[src/rtl/chan_scan_mux.sv]
// chan_scan_mux: registered N-channel, W-bit channel selector with a
// valid/ready output stream.
//
// Manual mode returns the one channel named by sel_in. Scan mode walks the
// channels set in en_mask in ascending order and emits one word per
// handshake. All outputs are registered.
//
// Ports:
//   clk, rst       rising-edge clock, synchronous active-high reset
//   data_in        N*W packed channel data, channel k at [k*W +: W]
//   mode           0 = manual, 1 = scan (sampled on accepted start)
//   sel_in         manual-mode channel (sampled on accepted start)
//   en_mask        scan-mode channel enables (captured on accepted start)
//   start          begin an operation (accepted only in IDLE)
//   out_valid      out_data/out_ch hold a word
//   out_ready      consumer accepts the word on out_valid & out_ready
//   out_data       selected channel data
//   out_ch         index of the channel in out_data
//   busy           high in EMIT and DONE
//   done           one-cycle pulse at the end of an operation
//
// state | meaning
// IDLE  | waiting for start
// EMIT  | a word is presented on out_data/out_ch, waiting for handshake
// DONE  | single cycle with done=1 before returning to IDLE
module chan_scan_mux #(
  parameter int N = 16,
  parameter int W = 1,
  localparam int SELW = $clog2(N)
) (
  input  logic            clk,
  input  logic            rst,
  input  logic [N*W-1:0]  data_in,
  input  logic            mode,
  input  logic [SELW-1:0] sel_in,
  input  logic [N-1:0]    en_mask,
  input  logic            start,
  output logic            out_valid,
  input  logic            out_ready,
  output logic [W-1:0]    out_data,
  output logic [SELW-1:0] out_ch,
  output logic            busy,
  output logic            done
);

  typedef enum logic [1:0] {S_IDLE, S_EMIT, S_DONE} state_t;

  state_t          state;
  logic [N-1:0]    mask_q;
  logic            scan_q;

  logic            first_found;
  logic [SELW-1:0] first_idx;
  logic            next_found;
  logic [SELW-1:0] next_idx;
  logic [SELW-1:0] ld_idx;
  logic [W-1:0]    ld_data;

  always_comb begin
    // Descending loops so the last match wins, leaving the lowest index.
    first_found = 1'b0;
    first_idx   = '0;
    for (int k = N - 1; k >= 0; k--) begin
      if (en_mask[k]) begin
        first_found = 1'b1;
        first_idx   = SELW'(k);
      end
    end

    next_found = 1'b0;
    next_idx   = '0;
    for (int k = N - 1; k >= 0; k--) begin
      if (mask_q[k] && (k > int'(out_ch))) begin
        next_found = 1'b1;
        next_idx   = SELW'(k);
      end
    end

    if (state == S_IDLE) ld_idx = mode ? first_idx : sel_in;
    else                 ld_idx = next_idx;

    // Indices at or above N match nothing and load zero.
    ld_data = '0;
    for (int k = 0; k < N; k++) begin
      if (ld_idx == SELW'(k)) ld_data = data_in[k*W +: W];
    end
  end

  always_ff @(posedge clk) begin
    if (rst) begin
      state     <= S_IDLE;
      mask_q    <= '0;
      scan_q    <= 1'b0;
      out_valid <= 1'b0;
      out_data  <= '0;
      out_ch    <= '0;
      busy      <= 1'b0;
      done      <= 1'b0;
    end else begin
      case (state)
        S_IDLE: begin
          done <= 1'b0;
          if (start) begin
            busy   <= 1'b1;
            scan_q <= mode;
            if (!mode) begin
              out_data  <= ld_data;
              out_ch    <= sel_in;
              out_valid <= 1'b1;
              state     <= S_EMIT;
            end else begin
              mask_q <= en_mask;
              if (first_found) begin
                out_data  <= ld_data;
                out_ch    <= first_idx;
                out_valid <= 1'b1;
                state     <= S_EMIT;
              end else begin
                done  <= 1'b1;
                state <= S_DONE;
              end
            end
          end
        end
        S_EMIT: begin
          if (out_ready) begin
            if (scan_q && next_found) begin
              out_data <= ld_data;
              out_ch   <= next_idx;
            end else begin
              out_valid <= 1'b0;
              done      <= 1'b1;
              state     <= S_DONE;
            end
          end
        end
        S_DONE: begin
          done  <= 1'b0;
          busy  <= 1'b0;
          state <= S_IDLE;
        end
        default: state <= S_IDLE;
      endcase
    end
  end

endmodule

[config.mk]
export PLATFORM = sky130hd
export DESIGN_NAME = chan_scan_mux
export DESIGN_NICKNAME = d
export VERILOG_FILES = /design/src/rtl/chan_scan_mux.sv
export SDC_FILE = /design/constraint.sdc
export NUM_CORES = 1
export LEC_CHECK = 0
export BUFFER_PORTS_ARGS = -buffer_cell sky130_fd_sc_hd__buf_2
export CAP_MARGIN = 5
export CORE_MARGIN = 2
export CORE_UTILIZATION = 36
export DETAILED_ROUTE_END_ITERATION = 8
export PLACE_DENSITY_LB_ADDON = 0.12
export SLEW_MARGIN = 5
export SYNTH_ARGS = -nofsm -noshare
export SYNTH_HDL_FRONTEND = slang
export SYNTH_SLANG_ARGS = --single-unit
[constraint.sdc]
create_clock -name clk -period 2.7 [get_ports clk]
set_input_delay 0.54 -clock clk [delete_from_list [all_inputs] [get_ports clk]]
set_output_delay 0.54 -clock clk [all_outputs]
set_load 0.1 [all_outputs]
# Yosys cells after proc, flatten, opt, wreduce, memory -nomap -nowiden
# Index checks and enable logic that the tools add are counted.
[classes]
n_lt_le_gt_ge = 15
eq_ne = 22
mux = 112
n_reduce_logical = 28
[op_table]
columns = ["cell", "count"]
rows = [
  ["2-to-1 mux 4 bit", 38],
  ["2-to-1 mux 1 bit", 63],
  ["equality test 4 bit, second input constant", 8],
  ["greater-than comparator 4 bit, first input constant", 8],
  ["equality test 4 x 3 -> 1 bit, second input constant", 4],
  ["greater-than comparator 3 x 4 -> 1 bit, first input constant", 4],
  ["logical AND 1 bit", 16],
  ["2-to-1 mux 2 bit", 5],
  ["AND reduction 5 bit", 2],
  ["AND reduction 3 bit", 3],
  ["equality test 4 x 2 -> 1 bit, second input constant", 2],
  ["greater-than comparator 2 x 4 -> 1 bit, first input constant", 2],
  ["inequality test 2 bit, second input constant", 4],
  ["case mux 4 bit (2 select lines)", 1],
  ["case mux 1 bit (2 select lines)", 3],
  ["equality test 4 x 1 -> 1 bit, second input constant", 1],
  ["greater-than comparator 1 x 4 -> 1 bit, first input constant", 1],
  ["zero test 4 bit", 1],
  ["case mux 2 bit (2 select lines)", 1],
  ["AND reduction 2 bit", 2],
  ["nonzero test 2 bit", 2],
  ["inequality test 3 bit, second input constant", 1],
  ["case mux 1 bit (3 select lines)", 1],
  ["nonzero test 3 bit", 1],
  ["other kinds (3)", 3],
]
[word_totals]
regBits = 27
in_bits = 41
out_inout_bits = 8
word_cells = 185

# Longest topological paths before layout
[depth]
depth_word = 39
depth_mapped = 12
mapped_depth_nobuf = 10

# Least setup slack after synthesis
# Ideal clock, no wire load.
[synth_path]
path_kind = "register -> register"
from = "register out_ch[3]"
to = "register out_data"
arrival_ns = 2.934
required_ns = 2.574
setup_slack_ns = -0.360
path_stages_with_launch = 11
path_buffers = 1
synth_period_minus_slack_ns = 3.060
path_cell_list = "dfxtp_1 > buf_4 > nand3_1 > a22o_1 > or4b_4 > o31ai_4 > a21boi_4 > nor2b_1 > o311a_1 > o211ai_2 > o211ai_2"
[synth_between]
elab_chain_cells = 39
elab_cells_between_ends = 102
[synth_lines]
columns = ["item", "line", "rtl"]
rows = [
  ["from (decl)", "41", "output logic [SELW-1:0] out_ch,"],
  ["from (signal assigned)", "108", "out_ch <= sel_in;"],
  ["from (signal assigned)", "115", "out_ch <= first_idx;"],
  ["from (signal assigned)", "129", "out_ch <= next_idx;"],
  ["greater-than comparator 4 bit", "73", "if (mask_q[k] && (k > int'(out_ch))) begin"],
  ["logical AND 1 bit", "73", ""],
  ["2-to-1 mux 4 bit (15 in a row)", "73", ""],
  ["2-to-1 mux 4 bit", "79", "if (state == S_IDLE) ld_idx = mode ? first_idx : sel_in;"],
  ["zero test 4 bit", "85", "if (ld_idx == SELW'(k)) ld_data = data_in[k*W +: W];"],
  ["2-to-1 mux 1 bit (16 in a row)", "85", ""],
  ["2-to-1 mux 1 bit", "113", "if (first_found) begin"],
  ["2-to-1 mux 1 bit", "106", "if (!mode) begin"],
  ["2-to-1 mux 1 bit", "103", "if (start) begin"],
  ["case mux 1 bit (2 select lines)", "100", "case (state)"],
  ["to (signal assigned)", "107", "out_data <= ld_data;"],
  ["to (signal assigned)", "114", "out_data <= ld_data;"],
  ["to (signal assigned)", "128", "out_data <= ld_data;"],
  ["to (decl)", "40", "output logic [W-1:0] out_data,"],
]
# Several ways; a longest one is shown, not always the timed one. The select of a mux whose other input is x is not followed.
# A chain may end at the register's enable or synchronous reset.

# Worst setup path after layout
[layout_path]
from = "register out_ch[2]"
to = "register out_data"
# Same word-level chain as after synthesis.

==> run_results.csv <==
group,metric,value,unit
placement,port-buffer-count,48,
floorplanning,start_util,36.6,%
sta,final_max_slew_viol_count,0,
worst_hold_path,hold_path_class,"reg2reg",
global_route,first_global_vias,2406,
sta,setup_tns,0,ns
cells_and_area,fill_cells,730,
synth,synthTopCellsByArea,"dfxtp_1 21%, nand2_1 6.7%, a21oi_1 6.5%",
synth,ys_seq_elements,26,
synth,ys_types,72,
clocking,hold_buffers,0,
clocking,tritoncts,"done",
clocking,cts_max_level,1,
worst_setup_path,crit_fanout,19,
clocking,cts_made_buffers,3,
cells_and_area,final_common_cell,"buf_2",
synth,yosysTopAreaCellShare,21.2,%
synth,ys_seq_area_share,21.2,%
worst_setup_path,startpoint_type,"register",
status,status,"complete, no violations",
global_route,grt_usage,18.9,%
cells_and_area,antenna_cells,0,
sta,finalHoldViolCount,0,
routing,wire_per_inst,15.3,µm
cells_and_area,syn2layout_area_growth,19.7,%
synth,synth_nets,382,
power_and_ir_drop,vdd_drop_max,0.243,mV
global_route,antenna_found_initial,0,
sta,finalSetupViolCount,0,
cells_and_area,final_cell_mix,"48 x buf_2, 44 x nand2_1, 37 x nor2_1",
placement,gp_congestion,0.820,
floorplanning,io_pins,49,
sta,fmax,385,MHz
power_and_ir_drop,p_leak,1.21,nW
floorplanning,core-area,6720,µm²
cells_and_area,final_util,43.8,%
sta,fin_crit,2.60,ns
worst_setup_path,end_kind,"register",
sta,max-slew-margin-rel,64.7,%
placement,dp.cells,455,
sta,rsz0062_at_grt,"false",
worst_setup_path,crit_type,"reg2reg",
routing,drt_first_pass_iters,4,
clocking,path_clk_slew,0.11,ns
synth,synth_edf_count,0,
routing,drt-total-wl,7.22,mm
placement,hpwlAfterDp,5.30,mm
floorplanning,die_h,86.7,µm
synth,synth_top_cell_by_area,"dfxtp_1",
global_route,grt_overflow,0,
floorplanning,die_area,7510,µm²
floorplanning,die_x,86.7,µm
synth,syn_area,2460,µm²
synth,yosys_warnings,0,
synth,synthCells,337,
cells_and_area,final_cells,471,
worst_setup_path,arrival,2.78,ns
routing,post_drt_via_cell_ratio,5.73,
synth,synth_area_per_cell,7.30,µm²
routing,vias,2699,
clocking,cts_sinks,26,
sta,worstMarginPinSlew,0.530,ns
synth,synthFlopType,"dfxtp_1",
clocking,clock_latency,0.28,ns
cells_and_area,drive_gt1_share,25.6,%
global_route,grt_pass1_wl,11.7,mm
global_route,grt_start_max_net_pins,28,
sta,finalClockSkew,0.0130,ns
sta,fin_crit_sh,96.1,%
job,max-cap-violations,0,
cells_and_area,final_nets,437,
routing,drc,0,
power_and_ir_drop,p_per_area,582,nW/µm²
worst_setup_path,cp.required,2.88,ns
routing,ant_nets,0,
routing,drt_iter0_drc,129,
synth,synthArstFlopShare,0,%
clocking,cts_root_buf,"clkbuf_8",
floorplanning,row_count,30,
clocking,clk_path_buf_depth,2,
## critical path: stages, from the launching register on
cell and delay, ns:
dfxtp_4 0.42, or4b_4 0.56, o21ai_2 0.13, o2bb2ai_4 0.17, nor4_4 0.06, buf_4 0.16
buf_4 0.14, a221o_1 0.34, o311a_1 0.35, o211ai_2 0.07, o211ai_2 0.10
## layer usage
| metal | vias up | part of all wire (%) | global-route usage, % | routed length [µm] |
|---|---|---|---|---|
| li1 | 1359 | - | - | - |
| met1 | 1244 | 50 | 28.6 | 3640 |
| met2 | 82 | 42 | 28.0 | 3050 |
| met3 | 14 | 5.2 | 2.29 | 373 |
| met4 | 0 | 2.1 | 5.26 | 151 |
| met5 | - | 0 | 0 | 0 |
## report_power, final
group	internal (W)	total (W)	leakage, nW	switching [W]
clock network	0.000199	0.000338	0.0357	0.000140
registers	0.000427	0.000495	0.216	0.0000678
logic	0.000329	0.000881	0.955	0.000552
## layout make-up
class | instances | area, µm² | area share (%)
multi-input combinational | 274 | 1770 | 59.9
tap | 80 | 100 | 3.40
sequential | 26 | 536 | 18.2
clock buffer | 3 | 41.3 | 1.40
timing repair buffer | 71 | 413 | 14.0
inverter | 16 | 60.1 | 2.04
clock inverter | 1 | 30.0 | 1.02
## per-stage QoR
| step | power (W) | area [µm²] | setup WS [ns] | hold WS (ns) |
|---|---|---|---|---|
| CTS | 0.00167 | 2840 | 0.118 | 0.477 |
| floorplan | 0.00114 | 2470 | 0.0353 | 0.445 |
| global placement | 0.00133 | 2760 | 0.0229 | 0.464 |
| finish | 0.00171 | 2950 | 0.104 | 0.479 |
| global route | 0.00182 | 2950 | 0.00834 | 0.509 |
| detailed placement | 0.00133 | 2760 | 0.00773 | 0.464 |
## worst paths after layout
kind                            depth (start not counted)         to  slack [ns]       from
worst max-delay path                                   10   out_data        0.10  out_ch[2]
worst min-delay path                                    2  mask_q[4]        0.48  mask_q[4]
worst max register to register                         10   out_data        0.10  out_ch[2]
worst min register to register                          2  mask_q[4]        0.48  mask_q[4]
## cell families (layout without fill, tap and decap cells)
| logic type | Yosys count | in the layout | synth area share (%) |
|---|---|---|---|
| AO/OA/AOI/OAI | 123 | 123 | 36.7 |
| adder cells (fa/ha/maj) | 4 | 4 | 2.03 |
| buffers and inverters | 37 | 91 | 7.58 |
| flip-flops | 26 | 26 | 21.2 |
| multiplexers | 6 | 6 | 2.64 |
| AND/OR/NAND/NOR | 141 | 141 | 29.9 |
## flip-flops by register name, indices dropped and copies added (netlist names)
name / count
scan_q: 1
busy: 1
done: 1
state: 2
out_valid: 1
mask_q: 15
out_data: 1
out_ch: 4
## repair_timing
action / 4_1_cts / 5_1_grt
resized for setup: 0 / 4
setup buffers: 0 / 12
endpoints found under the setup margin: 0 / 2
## cell usage after synthesis, types with 5 or more instances
master    instances
nor2_1           37
nand2_1          44
a31oi_1           8
buf_2             5
a221o_1           7
nor3_1            5
inv_1            15
dfxtp_1          26
clkbuf_1          8
o21ai_1           6
a211oi_1          5
a21oi_1          32
nand3_1           8
or4_1             7
o21ai_0          13
nand2b_1          8
nor2b_1           9
Note: power is estimated with default switching activity, not from simulation.
